==> src/rtl/camera_init_ctrl.sv <==
// Camera mode controller: a one_flag/two_flag request selects the frame geometry and re-initialises the camera.
// Optional CAMINIT_PWRUP_RST_EN: issue one mode-1 reset pulse and settle window right after reset release.
module camera_init_ctrl #(
  parameter int unsigned RST_CYCLES  = 16,
  parameter int unsigned WAIT_CYCLES = 64,
  parameter int unsigned MODE1_X     = 640,
  parameter int unsigned MODE1_Y     = 480,
  parameter int unsigned MODE2_X     = 1280,
  parameter int unsigned MODE2_Y     = 720
) (
  input  logic        clk,
  input  logic        rst,
  input  logic        one_flag,
  input  logic        two_flag,
  output logic        camera_rstn,
  output logic [15:0] x_lenth,
  output logic [15:0] y_lenth,
  output logic        mode,
  output logic        busy
);

  typedef enum logic [1:0] {IDLE, RST_LOW, SETTLE} state_t;

  localparam logic [15:0] RST_LAST  = 16'(RST_CYCLES - 1);
  localparam logic [15:0] WAIT_LAST = 16'(WAIT_CYCLES - 1);

  state_t      state_q, state_d;
  logic [15:0] cnt_q, cnt_d;
  logic        rstn_q, rstn_d;
  logic [15:0] x_q, x_d, y_q, y_d;
  logic        mode_q, mode_d;
  logic        busy_q, busy_d;
  logic        req, tgt;
  logic        start;

`ifdef CAMINIT_PWRUP_RST_EN
  logic pwrup_q, pwrup_d;
`endif

  // two_flag has priority when both are raised together
  assign req = one_flag | two_flag;
  assign tgt = two_flag;

  always_ff @(posedge clk or posedge rst) begin
    if (rst) begin
      state_q <= IDLE;
      cnt_q   <= '0;
      rstn_q  <= 1'b1;
      x_q     <= 16'(MODE1_X);
      y_q     <= 16'(MODE1_Y);
      mode_q  <= 1'b0;
      busy_q  <= 1'b0;
`ifdef CAMINIT_PWRUP_RST_EN
      pwrup_q <= 1'b1;
`endif
    end else begin
      state_q <= state_d;
      cnt_q   <= cnt_d;
      rstn_q  <= rstn_d;
      x_q     <= x_d;
      y_q     <= y_d;
      mode_q  <= mode_d;
      busy_q  <= busy_d;
`ifdef CAMINIT_PWRUP_RST_EN
      pwrup_q <= pwrup_d;
`endif
    end
  end

  always_comb begin
    state_d = state_q;
    cnt_d   = cnt_q;
    rstn_d  = rstn_q;
    x_d     = x_q;
    y_d     = y_q;
    mode_d  = mode_q;
    busy_d  = busy_q;
    start   = 1'b0;
`ifdef CAMINIT_PWRUP_RST_EN
    pwrup_d = pwrup_q;
`endif

    case (state_q)
      IDLE: begin
`ifdef CAMINIT_PWRUP_RST_EN
        if (pwrup_q) begin
          start   = 1'b1;
          mode_d  = 1'b0;
          pwrup_d = 1'b0;
        end else
`endif
        if (req && (tgt != mode_q)) begin
          start  = 1'b1;
          mode_d = tgt;
        end
        // geometry only ever changes on entry to RST_LOW
        if (start) begin
          state_d = RST_LOW;
          cnt_d   = '0;
          rstn_d  = 1'b0;
          busy_d  = 1'b1;
          x_d     = mode_d ? 16'(MODE2_X) : 16'(MODE1_X);
          y_d     = mode_d ? 16'(MODE2_Y) : 16'(MODE1_Y);
        end
      end
      RST_LOW: begin
        if (cnt_q == RST_LAST) begin
          state_d = SETTLE;
          cnt_d   = '0;
          rstn_d  = 1'b1;
        end else begin
          cnt_d = cnt_q + 16'd1;
        end
      end
      SETTLE: begin
        if (cnt_q == WAIT_LAST) begin
          state_d = IDLE;
          cnt_d   = '0;
          busy_d  = 1'b0;
        end else begin
          cnt_d = cnt_q + 16'd1;
        end
      end
      default: begin
        state_d = IDLE;
        cnt_d   = '0;
        rstn_d  = 1'b1;
        busy_d  = 1'b0;
      end
    endcase
  end

  assign camera_rstn = rstn_q;
  assign x_lenth     = x_q;
  assign y_lenth     = y_q;
  assign mode        = mode_q;
  assign busy        = busy_q;

endmodule

==> config.mk <==
export PLATFORM = sky130hd
export DESIGN_NAME = camera_init_ctrl
export DESIGN_NICKNAME = d
export VERILOG_FILES = /design/src/rtl/camera_init_ctrl.sv
export SDC_FILE = /design/constraint.sdc
export NUM_CORES = 1
export LEC_CHECK = 0
export CAP_MARGIN = 25
export CORE_ASPECT_RATIO = 0.9
export CORE_MARGIN = 1.5
export CORE_UTILIZATION = 37
export DETAILED_ROUTE_END_ITERATION = 16
export PLACE_DENSITY = 0.66
export SETUP_SLACK_MARGIN = 0.1
export SLEW_MARGIN = 5
export SYNTH_ARGS = -nofsm -noshare
export SYNTH_HDL_FRONTEND = slang
export SYNTH_SLANG_ARGS = --single-unit
==> constraint.sdc <==
create_clock -name clk -period 2.4 [get_ports clk]
set_input_delay 0.48 -clock clk [delete_from_list [all_inputs] [get_ports clk]]
set_output_delay 0.48 -clock clk [all_outputs]
set_load 0.01 [all_outputs]
* Word-level counts from Yosys, hierarchy flattened *
Cells that the tools add are included.

word-level totals
  register bits = 53
  output and inout port bits = 35
  input port bits = 4

operators by class
  muxes and demuxes = 20
  equality and inequality tests = 8
  reduce and logical (&&, ||, !) cells = 6
  add/sub/neg operators = 1
  bitwise logic cells = 3

operators with widths
  cell                                                               count
  16-bit two-way mux                                                 3
  16-bit one-hot mux with 3 select lines                             1
  16-bit by 1-bit adder with 16-bit output (second input constant)   1
  16-bit by 4-bit == test with 1-bit output (second input constant)  1
  16-bit by 6-bit == test with 1-bit output (second input constant)  1
  11-bit two-way mux                                                 1
  10-bit two-way mux                                                 1
  3-bit AND reduction                                                3
  1-bit two-way mux                                                  8
  2-bit two-way mux                                                  3
  1-bit one-hot mux with 3 select lines                              2
  2-bit one-hot mux with 3 select lines                              1
  2-bit != test (second input constant)                              2
  2-bit by 1-bit == test with 1-bit output (second input constant)   1
  2-bit == test (second input constant)                              1
  2-bit zero test                                                    1
  2-bit by 1-bit != test with 1-bit output (second input constant)   1
  1-bit NOT                                                          2
  2-bit AND reduction                                                1
  1-bit logical AND                                                  1
  1-bit != test                                                      1
  1-bit bitwise OR                                                   1

* Depth between registers and ports, before layout *
  depth in word-level cells = 6
  depth in mapped cells = 9
  mapped depth without buffers = 7

* Least setup slack after synthesis *
Ideal clock, no wire load.

  path type = reg2reg
  from = register cnt_q[0]
  to = register cnt_q[14]
  library setup time = 0.069 ns
  stages on the path, launching flop included = 8
  slack = 0.566 ns
  data arrival time = 1.765 ns
  cells stage by stage = dfrtp_1 -> ha_1 -> and3_1 -> buf_4 -> a41o_2 -> nand2_4 -> or4b_1 -> nand3_1

on the way
  word-level cells in the longest chain between the ends = 3

ends and longest elaborated chain
  what                                                              RTL line  source
  start, declared                                                   28        logic [15:0] cnt_q, cnt_d;
  start signal, assigned                                            58        cnt_q <= cnt_d;
  16-bit by 1-bit adder with 16-bit output (tied with other cells)  112, 121
  16-bit two-way mux (on tied branches)                             116, 107
  16-bit one-hot mux with 3 select lines (*)                        83        case (state_q)

Every way passes the cells marked *; elsewhere a longest branch is shown, timed or not.
A chain may end at the register's enable or synchronous reset.

* Worst setup path in the final report *
  from = register cnt_q[0]
  to = register cnt_q[9]

Same word-level chain as after synthesis.

==> out/results.ini <==
[placed_design]
hpwl_mm = 2.20
numPortBuffers = 14
gp_congestion = 0.794
dp_cells = 252

[clocking]
cts_setup_buffers = 0
cts_tree = yes
clock_latency_ns = 0.27
cts_buffers = 3
cts.clk_slew.worst_paths_ns = 0.09
cts_hold_buf = 0
cts_buffer_depth = 2
cts_max_level = 1
cts_resized = 0
clock-sinks = 23
root_buffer = clkbuf_8

[global_routing]
grt_start_max_net_pins = 24
grt_pass1_wl_mm = 5.00
grtUsageTotal = 0.134
grt_overflow = 0
antenna_found_initial = 0
grt_pass1_vias = 1084

[die]
die_w_um = 73.3
dieArea_um2 = 4860
die-height_um = 66.3
io_pins = 39
core-area_um2 = 4180
core.rowCount = 22
start_util = 0.394

[timing]
timing.fmax_mhz = 498
setup_viol = 0
min_period_ns = 2.01
rsz0062_at_grt = no
worst_pin_slew_ns = 0.524
slew_violations = 0
clock_skew_ns = 0.00969
fin_crit_sh = 0.837
slew_headroom = 0.647
setup_tns_ns = 0
final-hold-violation-count = 0

[cells_and_area]
nets = 205
layoutNonFillerInstCount = 256
fill_cells = 450
layout-drive-gt1-share = 0.107
multi_input_area_um2 = 847
syn_to_final_growth_pct = 5.62
antenna_cells = 0
seq_area_um2 = 578

[setup_path]
cp.arrival_ns = 2.23
crit_slowest_cell = or4b_1
critical_path.max_fanout = 16
critPathCaptureType = register
reg2reg_slack_ns = 0.39
worstSetupStartpointType = register
critPathRequiredTime_ns = 2.62
criticalPathCategory = reg2reg
max_stage_delay_ns = 0.45
crit_chain = ha_1 -> and3_1 -> a41o_2 -> nand2_4 -> or4b_1 -> nand3_1
r2r_cells = 6

[status]
outcome = finished, final reports clean

[hold_path]
hp-class = reg2reg
min_delay_path_depth = 1

[detailed_routing]
wirelength_mm = 3.11
first_pass_iters = 4
ant_nets = 0
wl_per_cell_um = 12.2
drt_iter0_drc = 85
drcViolationCount = 0
vias = 1328
vias_per_cell = 5.19

[yosys]
synth_edf_count = 0
synth.cell_area_um2 = 1650
ys_seq_elements = 23
synth_cell_types = 44
yosysWarnings = 0
ys_async_sr_fraction = 1.00
yosysTopAreaCellShare = 0.319
yosysSeqAreaShare = 0.351
synthCells = 191
yosys.area.top_type = dfrtp_1
yosys-top-cells-area = dfrtp_1 (32%), buf_4 (14%), nand2_1 (4.8%)
syn_avg_cell_area_um2 = 8.62
synth_flop_cell = dfrtp_1

[power]
vdd_drop_max_v = 0.000148
p_per_area_nw_per_um2 = 386
leakage_nw = 0.758

[flow_run]
cap_violations = 0

[power by group]
part / internal, W / switching [W]
combinational: 0.00000622 / 0.0000283
sequential: 0.000387 / 0.000000000000152
clock: 0.000116 / 0.000134
[logic make-up (layout without fill, tap and decap cells)]
logic type | after synthesis | in the layout | synth area share
AND/OR/NAND/NOR | 72 | 72 | 0.255
multiplexers | 1 | 1 | 0.00608
flip-flops | 23 | 23 | 0.351
adder cells (fa/ha/maj) | 4 | 4 | 0.0304
other | 2 | 24 | 0.00456
buffers and inverters | 45 | 28 | 0.185
AO/OA/AOI/OAI | 44 | 44 | 0.168
[worst paths after layout]
| path | start | endpoint |
|---|---|---|
| max in group asynchronous | rst | camera_rstn$_DFFE_PP1P_ |
| worst max-delay path | cnt_q[0]$_DFFE_PP0P_ | cnt_q[9]$_DFFE_PP0P_ |
| min in group asynchronous | rst | cnt_q[14]$_DFFE_PP0P_ |
| worst min register to register | cnt_q[3]$_DFFE_PP0P_ | cnt_q[3]$_DFFE_PP0P_ |
| worst max register to register | cnt_q[0]$_DFFE_PP0P_ | cnt_q[9]$_DFFE_PP0P_ |
| worst min-delay path | cnt_q[3]$_DFFE_PP0P_ | cnt_q[3]$_DFFE_PP0P_ |
[synth_stat cells, types with 3 or more instances]
cell	number
a22oi_1	3
dfrtp_1	21
nand3_1	13
a21oi_1	10
buf_4	31
o21ai_0	8
clkbuf_1	3
a31oi_1	10
nand2_1	21
and3_1	3
nand2b_1	4
ha_1	4
o21ai_1	3
nor3_1	3
nand4_1	6
buf_2	3
nor4_1	5
inv_1	6
[cell type report]
type / count / area share
Sequential cell: 23 / 0.332
Tap cell: 60 / 0.0432
Inverter: 6 / 0.0129
Clock buffer: 3 / 0.0237
Timing Repair Buffer: 18 / 0.0978
Multi-Input combinational cell: 145 / 0.487
Clock inverter: 1 / 0.00288
[flip-flops by register name (all words and copies together), names as in the netlist]
register / cells
state_q: 2
camera_rstn: 1
mode: 1
busy: 1
cnt_q: 16
y_lenth: 2
[per-layer routing]
metal,vias up,wire [um],track usage
li1,649,-,-
met2,46,1380,0.205
met4,0,25,0.0440
met3,4,195,0.0427
met1,629,1510,0.178
met5,-,0,0
[cells in the final DEF, fill, tap and decap left out, types with 2 or more instances in the layout]
| cell | netlist | layout |
|---|---|---|
| clkdlybuf4s50_1 | 0 | 14 |
| o21ai_0 | 8 | 8 |
| o211ai_1 | 2 | 2 |
| clkbuf_8 | 0 | 3 |
| a21oi_1 | 10 | 10 |
| ha_1 | 4 | 4 |
| nor2_1 | 2 | 2 |
| a22oi_1 | 3 | 3 |
| or4b_1 | 2 | 2 |
| conb_1 | 2 | 24 |
| nor3_1 | 3 | 3 |
| dfrtp_1 | 21 | 21 |
| o21ai_1 | 3 | 3 |
| or2_2 | 2 | 2 |
| and3_1 | 3 | 3 |
| nand4_1 | 6 | 6 |
| nand2b_1 | 4 | 4 |
| inv_1 | 6 | 6 |
| nand3_1 | 13 | 13 |
| dfstp_2 | 2 | 2 |
| buf_4 | 31 | 4 |
| a31oi_1 | 10 | 10 |
| and4_4 | 2 | 2 |
| nor4_1 | 5 | 5 |
| nand2_1 | 21 | 21 |
[worst max-delay path, delay by kind of cell (launching register included)]
kind	cells	cell delay [ns]
compound gates	1	0.27
flops	1	0.44
simple gates	4	0.99
fa+ha+maj	1	0.25
[stage by stage]
step           power, W  cell area [um2]   util  setup slack, ns  hold slack (ns)
5_1_grt        0.000701             1740  0.416            0.283            0.543
2_1_floorplan  0.000448             1730      -            0.566            0.465
4_1_cts        0.000685             1740  0.416            0.368            0.513
3_5_place_dp   0.000430             1690  0.405            0.282            0.496
6_report       0.000672             1740  0.416            0.390            0.519
3_3_place_gp   0.000430             1690  0.405            0.296            0.492
(Power assumes the default switching activity.)
